## src/rtl/muldiv_seq.sv

```systemverilog
// muldiv_seq: sequencer for the shared iterative multiply/divide unit.
// Accepts start requests from main control, pulses the unit start lines,
// counts the fixed iteration latency, then strobes the Hi/Lo writeback.
// Divide-by-zero skips the divider and raises a one-cycle exception.
// Every output is a register, so no input reaches an output combinationally.
module muldiv_seq #(
  parameter int MULT_CYCLES = 32,
  parameter int DIV_CYCLES  = 32,
  parameter int CNT_W       = 8
) (
  input  logic clk,
  input  logic reset,
  input  logic start_mult,
  input  logic start_div,
  input  logic divisor_zero,
  output logic mult_start,
  output logic div_start,
  output logic hilo_sel,
  output logic hi_write,
  output logic lo_write,
  output logic div_zero_exc,
  output logic busy,
  output logic done
);

  typedef enum logic [2:0] {
    IDLE = 3'd0,
    MRUN = 3'd1,
    DRUN = 3'd2,
    WB   = 3'd3,
    EXC  = 3'd4
  } state_t;

  localparam logic [CNT_W-1:0] multLoad = CNT_W'(MULT_CYCLES - 1);
  localparam logic [CNT_W-1:0] divLoad  = CNT_W'(DIV_CYCLES - 1);

  state_t           state;
  logic [CNT_W-1:0] iterCnt;

  // State, iteration counter and all registered outputs advance together.
  // Pulse outputs default low each cycle; busy and hilo_sel are held.
  always_ff @(posedge clk) begin
    if (reset) begin
      state        <= IDLE;
      iterCnt      <= '0;
      mult_start   <= 1'b0;
      div_start    <= 1'b0;
      hilo_sel     <= 1'b0;
      hi_write     <= 1'b0;
      lo_write     <= 1'b0;
      div_zero_exc <= 1'b0;
      busy         <= 1'b0;
      done         <= 1'b0;
    end else begin
      mult_start   <= 1'b0;
      div_start    <= 1'b0;
      hi_write     <= 1'b0;
      lo_write     <= 1'b0;
      div_zero_exc <= 1'b0;
      done         <= 1'b0;
      case (state)
        IDLE: begin
          // Multiply has priority; a simultaneous divide request is dropped.
          if (start_mult) begin
            state      <= MRUN;
            iterCnt    <= multLoad;
            mult_start <= 1'b1;
            hilo_sel   <= 1'b0;
            busy       <= 1'b1;
          end else if (start_div) begin
            busy <= 1'b1;
            if (divisor_zero) begin
              state        <= EXC;
              div_zero_exc <= 1'b1;
            end else begin
              state     <= DRUN;
              iterCnt   <= divLoad;
              div_start <= 1'b1;
              hilo_sel  <= 1'b1;
            end
          end else begin
            busy <= 1'b0;
          end
        end
        MRUN, DRUN: begin
          // Counter hitting zero always exits, so it can never wrap.
          if (iterCnt == '0) begin
            state    <= WB;
            hi_write <= 1'b1;
            lo_write <= 1'b1;
            done     <= 1'b1;
          end else begin
            iterCnt <= iterCnt - 1'b1;
          end
        end
        WB, EXC: begin
          state <= IDLE;
          busy  <= 1'b0;
        end
        default: begin
          state <= IDLE;
          busy  <= 1'b0;
        end
      endcase
    end
  end

endmodule

```

## config.mk

```make
export PLATFORM = sky130hd
export DESIGN_NAME = muldiv_seq
export DESIGN_NICKNAME = d
export VERILOG_FILES = /design/src/rtl/muldiv_seq.sv
export SDC_FILE = /design/constraint.sdc
export NUM_CORES = 1
export LEC_CHECK = 0
export CORE_MARGIN = 2
export CORE_UTILIZATION = 50
export DETAILED_ROUTE_END_ITERATION = 7
export DONT_BUFFER_PORTS = 1
export SLEW_MARGIN = 15
export SYNTH_ARGS = -nofsm -noshare
export SYNTH_HDL_FRONTEND = slang
export SYNTH_SLANG_ARGS = --single-unit
```

## constraint.sdc

```tcl
create_clock -name clk -period 1.7 [get_ports clk]
set_input_delay 0.51 -clock clk [delete_from_list [all_inputs] [get_ports clk]]
set_output_delay 0.51 -clock clk [all_outputs]
set_load 0.03 [all_outputs]
```

# Word level (Yosys, flattened, before mapping)
# Index checks and enable logic that the tools add are counted.
# Widths: inputs -> output; s select.
# word_totals
word_cells,50
output_inout_bits,8
ff_bits,17
# classes
n_bitwise,3
n_eq_ne,7
muxes,20
reduce_logical,11
addsub,1
# ops
op,count
$mux 8,4
$pmux 8 s2,1
$mux 3,4
$mux 1,9
$logic_not 8->1,1
$sub 8x1->8 const B,1
$ne 2x2->1 const B,3
$ne 3x3->1 const B,2
$pmux 3 s2,1
$reduce_or 2->1,3
$reduce_and 4->1,1
$reduce_bool 2->1,2
$reduce_or 4->1,1
$eq 3x1->1 const B,1
$eq 3x2->1 const B,1
$logic_not 3->1,1
$not 1->1,3
$reduce_and 3->1,1
$pmux 1 s2,1
$reduce_and 2->1,1

# Logic depth before layout (Yosys ltp)
# Gate-level depths: netlist of run 1.
# logic_depth
word_depth,4
mapped_depth,7
ltp_nobuf,6

# Worst setup path after synthesis of run 1
# OpenSTA, ideal clock, no wires.
# synth_timing
kind,flip-flop to flip-flop
startpoint,register iterCnt[0]
endpoint,register iterCnt[6]
slack_ns,0.097
setup_time_ns,0.080
path_stages_with_launch,8
synth_period_minus_slack_ns,1.603
arrival_ns,1.523
path_cell_list,dfxtp_1 inv_1 ha_1 nor3b_1 a211oi_4 buf_6 nand4_1 a211oi_2
# synth_between
elab_chain_len,3
word_cells_on_any_way,6
# synth_lines
element,line_no,text
from (decl),38,logic [CNT_W-1:0] iterCnt;
from (signal assigned),66,iterCnt <= multLoad;
from (signal assigned),77,iterCnt <= divLoad;
from (signal assigned),93,iterCnt <= iterCnt - 1'b1;
$sub 8x1->8 or $logic_not 8->1 (tied branches),"93, 87",
$mux 8 or $ne 2x2->1 (tied branches),--,
$pmux 8 s2 or $reduce_and 4->1 (tied branches),--,
# Several ways; a longest one is shown, not always the timed one. The select of a mux whose other input is x is not followed.
# A chain may end at the register's enable or synchronous reset.

# Final worst setup path of run 1
# layout_timing
startpoint,register iterCnt[4]
endpoint,register iterCnt[6]
# The elaborated chain is that of the path after synthesis.

==> results of run 1 <==
-- power breakdown --
| group | internal (mW) | total (mW) | switching, mW |
|---|---|---|---|
| clock network | 0.0912 | 0.206 | 0.115 |
| registers | 0.525 | 0.700 | 0.175 |
| logic | 0.520 | 1.07 | 0.552 |
| total | 1.14 | 1.98 | 0.841 |
-- Yosys cell counts --
| cell | n |
|---|---|
| o21a_2 | 1 |
| ha_1 | 1 |
| buf_6 | 1 |
| a211oi_1 | 5 |
| a31o_2 | 1 |
| a211o_1 | 1 |
| nor3b_1 | 2 |
| nand3_1 | 3 |
| and4_1 | 2 |
| o21a_1 | 2 |
| nor2_1 | 6 |
| o21ai_0 | 3 |
| dfxtp_1 | 17 |
| mux2i_1 | 2 |
| nor2b_1 | 1 |
| a311oi_1 | 2 |
| nor4b_2 | 1 |
| a21oi_1 | 3 |
| a211oi_4 | 1 |
| xnor2_1 | 1 |
| nand2_1 | 4 |
| inv_1 | 7 |
| or3_1 | 2 |
| buf_4 | 2 |
| clkbuf_1 | 2 |
| nor4_4 | 1 |
| a31oi_1 | 1 |
| nand4_1 | 1 |
| nor3_1 | 8 |
| a211oi_2 | 1 |
-- area by class of cell --
| class | instances | area share (%) |
|---|---|---|
| Clock buffer | 4 | 2.901 |
| Inverter | 7 | 2.901 |
| Multi-Input combinational cell | 56 | 45.86 |
| Sequential cell | 17 | 37.85 |
| Tap cell | 16 | 2.210 |
| Timing Repair Buffer | 10 | 8.287 |
-- flip-flops by register name (all words and copies together) (netlist names) --
| register | flops |
|---|---|
| iterCnt | 8 |
| div_start | 1 |
| hilo_sel | 1 |
| busy | 1 |
| div_zero_exc | 1 |
| state | 3 |
| mult_start | 1 |
| done | 1 |
-- per-stage QoR --
stage	power (mW)	hold WS, ps	instance area (um2)	util, %
after floorplan	1.392	458.5	793.3	-
after global placement	1.595	488.6	832.0	55.88
after detailed placement	1.602	488.5	832.0	55.88
after CTS	1.914	272.4	885.9	59.50
after global routing	2.119	263.7	905.9	60.84
final	1.978	276.4	905.9	60.84
-- worst paths after layout --
path                            cells after the start  slack [ps]       start    endpoint
worst max-delay path                                5         120  iterCnt[4]  iterCnt[6]
worst min-delay path                                1         280       reset        busy
worst max register to register                      5         120  iterCnt[4]  iterCnt[6]
worst min register to register                      2         530  iterCnt[0]  iterCnt[0]
-- layer usage --
| layer | up-vias | wire length [um] | share of wire, % | track usage, % |
|---|---|---|---|---|
| met1 | 309 | 713 | 45 | 23.00 |
| li1 | 325 | - | - | - |
| met5 | - | 0 | 0 | 0 |
| met3 | 4 | 78 | 4.9 | 7.500 |
| met2 | 16 | 778 | 49 | 29.12 |
| met4 | 0 | 14 | 0.88 | 5.455 |
-- cell families after synthesis --
| kind of cell | after synthesis | synth area share, % |
|---|---|---|
| XOR/XNOR | 1 | 1.104 |
| flip-flops | 17 | 42.90 |
| multiplexers | 2 | 2.524 |
| adder cells (fa/ha/maj) | 1 | 1.577 |
| AO/OA/AOI/OAI | 21 | 20.82 |
| AND/OR/NAND/NOR | 31 | 23.50 |
| buffers and inverters | 12 | 7.571 |
-- repair_timing --
| action | in CTS | in global routing |
|---|---|---|
| buffers inserted | 3 | 0 |
| resized for setup | 1 | 5 |
| pin swaps | 1 | 2 |
| setup endpoints to repair | 6 | 2 |
==> results by group, run 1 <==
Status
  – Outcome: finished clean

Synthesis
  – Ys Warns: 0
  – #FFs+latches synth: 17
  – Register area share after synthesis: 42.90%
  – Cell count after synthesis: 85
  – Top cell type's share of synthesized area: 42.90%
  – Syn Nets: 91
  – Top cells by area, synth: dfxtp_1 43%, nor3_1 5.0%, a211oi_1 4.7%
  – Synthesized area per cell: 9.332 um2
  – Cell taking the most area after synthesis: dfxtp_1
  – Yosys cell types: 30
  – Synthesized cell area: 793.3 um2

Floorplan
  – Die area: 1921 um2
  – Die width: 43.83 um
  – Die Y: 43.83 um
  – Core area: 1489 um2
  – Rows: 14
  – Initial cell density of the core: 53.28%
  – Top-Level Pins: 13

Critical path
  – CP max stage delay: 410 ps
  – CP cell instances: nor4_4, a211oi_4, buf_4, a31o_2, a211oi_2
  – Worst setup SP type: register
  – Crit-path slowest cell: nor4_4
  – Arr. time, crit path: 1800 ps
  – CP required: 1920 ps
  – CP Class: reg2reg
  – CP max FO: 7
  – Worst path bufs/invs: 1
  – CP Capture Type: register
  – CP top delay family: compound AO/OA/AOI/OAI gates

Final layout
  – Leading cell type in the layout, fill and taps excluded: dfxtp_1
  – Finished Layout Cells: 110
  – Syn-to-layout area delta: 14.20%
  – Fin nets: 101
  – Commonest cells after routing, fill and taps aside: 15 x dfxtp_1, 10 x buf_4, 8 x nor3_1
  – Fraction of layout cells with a size suffix above 1: 24.47%
  – Multi-input logic area: 415.4 um2
  – Final antenna diode count: 0
  – Sequential cell area: 342.8 um2
  – Fillers: 131

Clock network
  – Clock transition at path regs: 100 ps
  – CTS Sinks: 17
  – Hold Buf Count CTS: 0
  – CTS tree: built
  – H-tree depth: 1
  – Root Driver: clkbuf_4
  – CTS max path bufs: 2
  – Clock Latency Late Sink: 290 ps
  – Num CTS Buffers: 3

Timing
  – RSZ-0062 raised after global routing: false
  – Sum Neg Setup Slack: 0 ps
  – Headroom to the max-slew limit: 72.90%
  – Final slew viol count: 0
  – Worst-margin pin slew: 403.5 ps
  – Clock skew: 12.48 ps
  – PnR worst setup slack: 123.3 ps
  – Final min period: 1577 ps
  – Final Cycle Share: 92.75%
  – Hold Fails Final Rpt: 0
  – Max Clock Freq: 634.2 MHz
  – Final setup fails: 0

Placed design
  – RePlAce Congestion: 0.7593
  – Placed Instances: 103
  – Pre-CTS WS: -51.80 ps
  – IO buf count: 0
  – Hpwl dp: 1.103 mm

Detailed routing
  – 1st-pass router iterations: 4
  – Final ANT Viol Nets: 0
  – Vias/cell: 5.945
  – Detailed Route WL: 1.584 mm
  – Average wire per standard cell: 14.40 um
  – Drt initial violations: 7
  – Post-route DRC: 0
  – Routed via count: 654

Global route
  – Vias in the first global route: 594
  – Largest net degree at the start of global routing: 13
  – Initial antenna violation count: 0
  – GR Overflow Total: 0
  – First-pass GRT wire length: 2.573 mm
  – Tot GR Track Use: 18.42%

Power and ir drop
  – Leak pwr: 0.3491 nW
  – Peak supply drop: 0.001128 V
  – Pwr/cell area: 2184 nW/um2

Job
  – Max capacitance violation total: 0

Hold path
  – Hold Path Class: in2reg
(Power assumes the default switching activity.)
==> run 2, diff against run 1 <==
--- a/config.mk
+++ b/config.mk
@@ -5,10 +5,12 @@
 export SDC_FILE = /design/constraint.sdc
 export NUM_CORES = 1
 export LEC_CHECK = 0
-export CORE_MARGIN = 2
+export CORE_MARGIN = 10
 export CORE_UTILIZATION = 50
 export DETAILED_ROUTE_END_ITERATION = 7
 export DONT_BUFFER_PORTS = 1
+export GPL_ROUTABILITY_DRIVEN = 0
+export HOLD_SLACK_MARGIN = 0.05
 export SLEW_MARGIN = 15
 export SYNTH_ARGS = -nofsm -noshare
 export SYNTH_HDL_FRONTEND = slang
==> results by group, run 2 (synthesis results as in run 1) <==
Power and ir drop
  – Combinational power share: 53.6% (was 54.2%)
  – Psw: 0.8619 mW (was 0.8411 mW)
  – Pwr/cell area: 2201 nW/um2 (was 2184 nW/um2)
  – Reg power frac: 35.5% (was 35.4%)
  – Peak supply drop: 0.0009524 V (was 0.001128 V)
  – Sw Share: 43.53% (was 42.52%)
  – Leak pwr: 0.3466 nW (was 0.3491 nW)
  – Pint: 1.118 mW (was 1.137 mW)
  – Clock power share: 10.9% (was 10.4%)

Timing
  – Headroom to the max-slew limit: 64.47% (was 72.90%)
  – Hold Fails Final Rpt: 0 (unchanged)
  – Max Clock Freq: 617.9 MHz (was 634.2 MHz)
  – Final setup fails: 0 (unchanged)
  – Final min period: 1618 ps (was 1577 ps)
  – PnR worst setup slack: 81.68 ps (was 123.3 ps)
  – Final Cycle Share: 95.20% (was 92.75%)
  – Worst-margin pin slew: 528.8 ps (was 403.5 ps)
  – Final slew viol count: 0 (unchanged)
  – Clock skew: 4.824 ps (was 12.48 ps)
  – Hold WS: 270.9 ps (was 276.4 ps)

Detailed routing
  – 1st-pass router iterations: 2 (was 4)
  – Post-route DRC: 0 (unchanged)
  – Routed via count: 630 (was 654)
  – Average wire per standard cell: 15.80 um (was 14.40 um)
  – Detailed Route WL: 1.722 mm (was 1.584 mm)
  – Vias/cell: 5.780 (was 5.945)
  – Final ANT Viol Nets: 0 (unchanged)
  – Drt initial violations: 10 (was 7)

Placed design
  – Hpwl dp: 1.239 mm (was 1.103 mm)
  – IO buf count: 0 (unchanged)
  – Placed instance area: 824.5 um2 (was 832.0 um2)
  – Placed Instances: 102 (was 103)
  – Pre-CTS WS: -69.92 ps (was -51.80 ps)

Critical path
  – CP Class: reg2reg (unchanged)
  – Arr. time, crit path: 1810 ps (was 1800 ps)
  – Worst r2r path cells: 7 (was 5)
  – Worst setup SP type: register (unchanged)
  – RR Startpoint: iterCnt[0] (was iterCnt[4])
  – CP required: 1890 ps (was 1920 ps)
  – CP Capture Type: register (unchanged)
  – Start point of the critical path: iterCnt[0] (was iterCnt[4])
  – CP max FO: 5 (was 7)

Final layout
  – Fin nets: 100 (was 101)
  – Largest Register: iterCnt (unchanged)
  – Final antenna diode count: 0 (unchanged)
  – Fraction of layout cells with a size suffix above 1: 24.73% (was 24.47%)
  – Final instance area: 899.6 um2 (was 905.9 um2)
  – Leading cell type in the layout, fill and taps excluded: dfxtp_1 (unchanged)
  – Finished Layout Cells: 109 (was 110)
  – Largest register FFs: 8 (unchanged)
  – Commonest cells after routing, fill and taps aside: 15 x dfxtp_1, 9 x buf_4, 8 x nor3_1 (was 15 x dfxtp_1, 10 x buf_4, 8 x nor3_1)
  – Biggest regs: iterCnt x8, state x3 (unchanged)
  – Syn-to-layout area delta: 13.41% (was 14.20%)

Hold path
  – Hold path startpoint: reset (unchanged)
  – Hold Path Class: in2reg (unchanged)
  – Worst hold path depth: 1 (unchanged)

Clock network
  – Num CTS Buffers: 3 (unchanged)
  – CTS max path bufs: 2 (unchanged)
  – Clock Latency Late Sink: 290 ps (about the same)
  – H-tree depth: 1 (unchanged)
  – CTS Sinks: 17 (unchanged)
  – Clock transition at path regs: 100 ps (about the same)
  – Root Driver: clkbuf_4 (unchanged)
  – CTS tree: built (unchanged)
  – Hold Buf Count CTS: 0 (unchanged)

Global route
  – Vias in the first global route: 580 (was 594)
  – Largest net degree at the start of global routing: 13 (unchanged)
  – Routing usage on met1: 10.76% (was 23.00%)
  – Tot GR Track Use: 9.728% (was 18.42%)
  – GRT Max-Usage Layer: met2 (unchanged)
  – Initial antenna violation count: 0 (unchanged)
  – Met3 Use GR: 3.814% (was 7.500%)
  – Global-route track usage on met2: 14.41% (was 29.12%)
  – First-pass GRT wire length: 2.615 mm (was 2.573 mm)
  – GR Overflow Total: 0 (unchanged)

Floorplan
  – Die width: 59.83 um (was 43.83 um)
  – Rows: 14 (unchanged)
  – Top-Level Pins: 13 (unchanged)
  – Initial cell density of the core: 52.66% (was 53.28%)
  – Die area: 3580 um2 (was 1921 um2)
  – Core area: 1506 um2 (was 1489 um2)
  – Die Y: 59.83 um (was 43.83 um)

Status
  – Outcome: finished clean (unchanged)

Job
  – Max capacitance violation total: 0 (unchanged)
run 2: cell count changes in the layout (fill, tap and decap cells not counted), sizes merged:
cell / previous run / this run
buf: 10 / 9
clkbuf: 4 / 3
clkinv: 0 / 1
run 2: area by class of cell:
cell class	instances	area, um2
Clock buffer	3	22.52
Clock inverter	1	5.005
Fill cell	128	606.8
Inverter	7	26.28
Multi-Input combinational cell	56	415.4
Sequential cell	17	342.8
Tap cell	16	20.02
Timing Repair Buffer	9	67.56
run 2: metrics by stage:
step	total power, mW	setup TNS [ps]	util, %
6_report	1.980	0	59.72
5_1_grt	2.126	-8.674	59.72
4_1_cts	1.860	-12.87	57.48
3_5_place_dp	1.596	-112.2	54.73
3_3_place_gp	1.578	0	54.73
2_1_floorplan	1.392	0	-
run 2: what timing repair did:
| action | 4_1_cts | 5_1_grt |
|---|---|---|
| pin swaps | 1 | 4 |
| gates resized for setup | 2 | 4 |
| buffers inserted | 1 | 2 |
| setup endpoints to repair | 4 | 9 |
run 2: final timing paths:
path / slack, ps / endpoint
worst max-delay path: 80 / iterCnt[3]
worst min-delay path: 270 / iterCnt[2]
worst max register to register: 80 / iterCnt[3]
worst min register to register: 530 / iterCnt[0]
run 2: critical path: stages, from the launching register on:
cell and delay [ps]:
dfxtp_2 340, inv_1 40, ha_2 180, nor3b_4 160
a211oi_4 290, buf_4 180, a211oi_1 70, a311oi_1 270
run 2: power by group through the flow:
stage               Combinational (mW)  Clock (mW)  Sequential (mW)
floorplan                        0.696           0            0.696
global placement                 0.885           0            0.693
detailed placement               0.899           0            0.697
CTS                              0.940       0.229            0.691
global route                      1.17       0.242            0.718
finish                            1.06       0.216            0.702
run 2: routing by layer:
layer  routed length (um)  part of all wire (%)
met3                   59                   3.4
met2                  871                    51
met4                   11                  0.64
met5                    0                     0
met1                  780                    45
==> run 3, diff against run 2 <==
--- a/config.mk
+++ b/config.mk
@@ -5,6 +5,7 @@
 export SDC_FILE = /design/constraint.sdc
 export NUM_CORES = 1
 export LEC_CHECK = 0
+export ABC_AREA = 1
 export CORE_MARGIN = 10
 export CORE_UTILIZATION = 50
 export DETAILED_ROUTE_END_ITERATION = 7
==> results by group, run 3 <==
Status
  – Outcome: finished clean (unchanged)

Synthesis
  – Post-synth EDFFs: 0 (unchanged)
  – Cell taking the most area after synthesis: dfxtp_1 (unchanged)
  – Yosys cell types: 27 (was 30)
  – Ys async rst share: 0% (unchanged)
  – Synthesized area per cell: 7.507 um2 (was 9.332 um2)
  – Synth Flop Type: dfxtp_1 (unchanged)
  – Ys Warns: 0 (unchanged)
  – #FFs+latches synth: 17 (unchanged)
  – Top cell type's share of synthesized area: 35.98% (was 42.90%)
  – Count leader, synth: nand2_1 (was dfxtp_1)
  – Cell count after synthesis: 126 (was 85)
  – Register area share after synthesis: 35.98% (was 42.90%)
  – Synth top cells by count: 25 x nand2_1, 19 x nor2_1, 17 x dfxtp_1, 10 x a21oi_1, 7 x inv_1 (was 17 x dfxtp_1, 8 x nor3_1, 7 x inv_1, 6 x nor2_1, 5 x a211oi_1)
  – Synthesized cell area: 945.9 um2 (was 793.3 um2)
  – Syn Nets: 132 (was 91)
  – Top cells by area, synth: dfxtp_1 36%, nand2_1 9.9%, nor2_1 7.5% (was dfxtp_1 43%, nor3_1 5.0%, a211oi_1 4.7%)

Detailed routing
  – Drt initial violations: 8 (was 10)
  – Average wire per standard cell: 11.84 um (was 15.80 um)
  – Final ANT Viol Nets: 0 (unchanged)
  – 1st-pass router iterations: 4 (was 2)
  – Vias/cell: 4.980 (was 5.780)
  – Detailed Route WL: 1.811 mm (was 1.722 mm)
  – Post-route DRC: 0 (unchanged)
  – Routed via count: 762 (was 630)

Critical path
  – Worst setup SP type: register (unchanged)
  – Worst path bufs/invs: 1 (was 2)
  – Worst path depth: 9 (was 7)
  – CP Capture Type: register (unchanged)
  – Arr. time, crit path: 1710 ps (was 1810 ps)
  – CP cell instances: inv_2, ha_1, nand3_2, nor2_4, nor2_4, nor2_8, nor2_1, nor2_1, nor2_1 (was inv_1, ha_2, nor3b_4, a211oi_4, buf_4, a211oi_1, a311oi_1)
  – CP top delay family: simple AND/OR/NAND/NOR gates (was compound AO/OA/AOI/OAI gates)
  – Flop-to-flop setup slack: 190 ps (was 80 ps)
  – CP max stage delay: 320 ps (was 340 ps)
  – CP max FO: 8 (was 5)
  – Reg-to-Reg End: iterCnt[7] (was iterCnt[3])
  – CP required: 1910 ps (was 1890 ps)
  – Start point of the critical path: iterCnt[0] (unchanged)
  – RR Startpoint: iterCnt[0] (unchanged)
  – Most used cell along the critical path: nor2_1
  – Worst r2r path cells: 9 (was 7)
  – Worst Setup EP: iterCnt[7] (was iterCnt[3])
  – Crit-path slowest cell: dfxtp_1 (was dfxtp_2)
  – CP Class: reg2reg (unchanged)

Placed design
  – IO buf count: 0 (unchanged)
  – Pre-CTS WS: 202.3 ps (was -69.92 ps)
  – Placed Instances: 149 (was 102)
  – Hpwl dp: 1.382 mm (was 1.239 mm)
  – Placed instance area: 965.9 um2 (was 824.5 um2)

Floorplan
  – Rows: 15 (was 14)
  – Core area: 1764 um2 (was 1506 um2)
  – Initial cell density of the core: 53.62% (was 52.66%)
  – Die Y: 63.50 um (was 59.83 um)
  – Die area: 4032 um2 (was 3580 um2)
  – Die width: 63.50 um (was 59.83 um)
  – Top-Level Pins: 13 (unchanged)

Final layout
  – Finished Layout Cells: 153 (was 109)
  – Final antenna diode count: 0 (unchanged)
  – Final Util: 56.31% (was 59.72%)
  – Commonest cells after routing, fill and taps aside: 25 x nand2_1, 19 x nor2_1, 17 x dfxtp_1 (was 15 x dfxtp_1, 9 x buf_4, 8 x nor3_1)
  – Syn-to-layout area delta: 5.026% (was 13.41%)
  – Final instance area: 993.5 um2 (was 899.6 um2)
  – Fraction of layout cells with a size suffix above 1: 21.88% (was 24.73%)
  – Fin nets: 135 (was 100)
  – Leading cell type in the layout, fill and taps excluded: nand2_1 (was dfxtp_1)
  – Biggest regs: iterCnt x8, state x3 (unchanged)
  – Largest register FFs: 8 (unchanged)
  – Largest Register: iterCnt (unchanged)

Timing
  – Final Cycle Share: 88.76% (was 95.20%)
  – PnR worst setup slack: 191.0 ps (was 81.68 ps)
  – Clock skew: 0.5242 ps (was 4.824 ps)
  – RSZ-0062 raised after global routing: false
  – Sum Neg Setup Slack: 0 ps (unchanged)
  – Max Clock Freq: 662.7 MHz (was 617.9 MHz)
  – Final slew viol count: 0 (unchanged)
  – Final min period: 1509 ps (was 1618 ps)
  – Worst-margin pin slew: 340.7 ps (was 528.8 ps)
  – Hold WS: 266.6 ps (was 270.9 ps)
  – Hold Fails Final Rpt: 0 (unchanged)
  – Headroom to the max-slew limit: 77.26% (was 64.47%)
  – Final setup fails: 0 (unchanged)

Power and ir drop
  – Pwr/cell area: 2151 nW/um2 (was 2201 nW/um2)
  – Pwr Total: 2.136 mW (was 1.980 mW)
  – Peak supply drop: 0.001077 V (was 0.0009524 V)
  – Leak pwr: 0.4268 nW (was 0.3466 nW)

Clock network
  – Clock Latency Late Sink: 290 ps (about the same)
  – CTS max path bufs: 2 (unchanged)
  – Num CTS Buffers: 3 (unchanged)
  – H-tree depth: 1 (unchanged)
  – Hold Buf Count CTS: 0 (unchanged)
  – CTS Sinks: 17 (unchanged)
  – Clock transition at path regs: 100 ps (about the same)
  – Post-CTS setup buffer count: 0 (was 1)
  – Resize count post-CTS: 0 (was 2)
  – Root Driver: clkbuf_4 (unchanged)
  – CTS tree: built (unchanged)

Global route
  – Largest net degree at the start of global routing: 11 (was 13)
  – Vias in the first global route: 729 (was 580)
  – First-pass GRT wire length: 3.291 mm (was 2.615 mm)
  – GR Overflow Total: 0 (unchanged)
  – Initial antenna violation count: 0 (unchanged)
  – Tot GR Track Use: 9.907% (was 9.728%)

Hold path
  – Hold Path Class: in2reg (unchanged)

Job
  – Max capacitance violation total: 0 (unchanged)
## run 3: worst min-delay path by stage
| stage | startpoint | endpoint | slack, ps | depth (start not counted) |
|---|---|---|---|---|
| 2_1_floorplan | iterCnt[6] | iterCnt[6] | 470 | 2 |
| 3_3_place_gp | iterCnt[6] | iterCnt[6] | 490 | 2 |
| 3_5_place_dp | iterCnt[6] | iterCnt[6] | 490 | 2 |
| 4_1_cts | reset | hilo_sel | 260 | 1 |
| 5_1_grt | reset | hilo_sel | 250 | 1 |
| 6_report | reset | hilo_sel | 270 | 1 |
## run 3: power by group
group          switching, mW  internal, mW
Sequential             0.157         0.517
Clock                  0.137        0.0876
Combinational          0.801         0.437
Total                   1.09          1.04
## run 3: area by class of cell
| cell class | count | area, um2 |
|---|---|---|
| sequential | 17 | 340.3 |
| multi-input combinational | 92 | 534.3 |
| fill | 177 | 770.7 |
| clock inverter | 1 | 5.005 |
| tap | 25 | 31.28 |
| inverter | 14 | 52.55 |
| timing repair buffer | 1 | 7.507 |
| clock buffer | 3 | 22.52 |
## run 3: cells by family after synthesis
kind of cell,Yosys count,share of synthesized area [%]
XOR/XNOR,3,2.778
buffers and inverters,17,7.539
flip-flops,17,35.98
adder cells (fa/ha/maj),1,1.323
AND/OR/NAND/NOR,69,40.74
AO/OA/AOI/OAI,19,11.64
## run 3: metal layers
layer  track usage, %  share of wire, %  wire [um]  vias up
li1                 -                 -          -      408
met1            12.62                48        867      339
met2            13.82                44        789       11
met3            4.064               6.3        114        4
met4            4.918               2.2         40        0
met5                0                 0          0        -
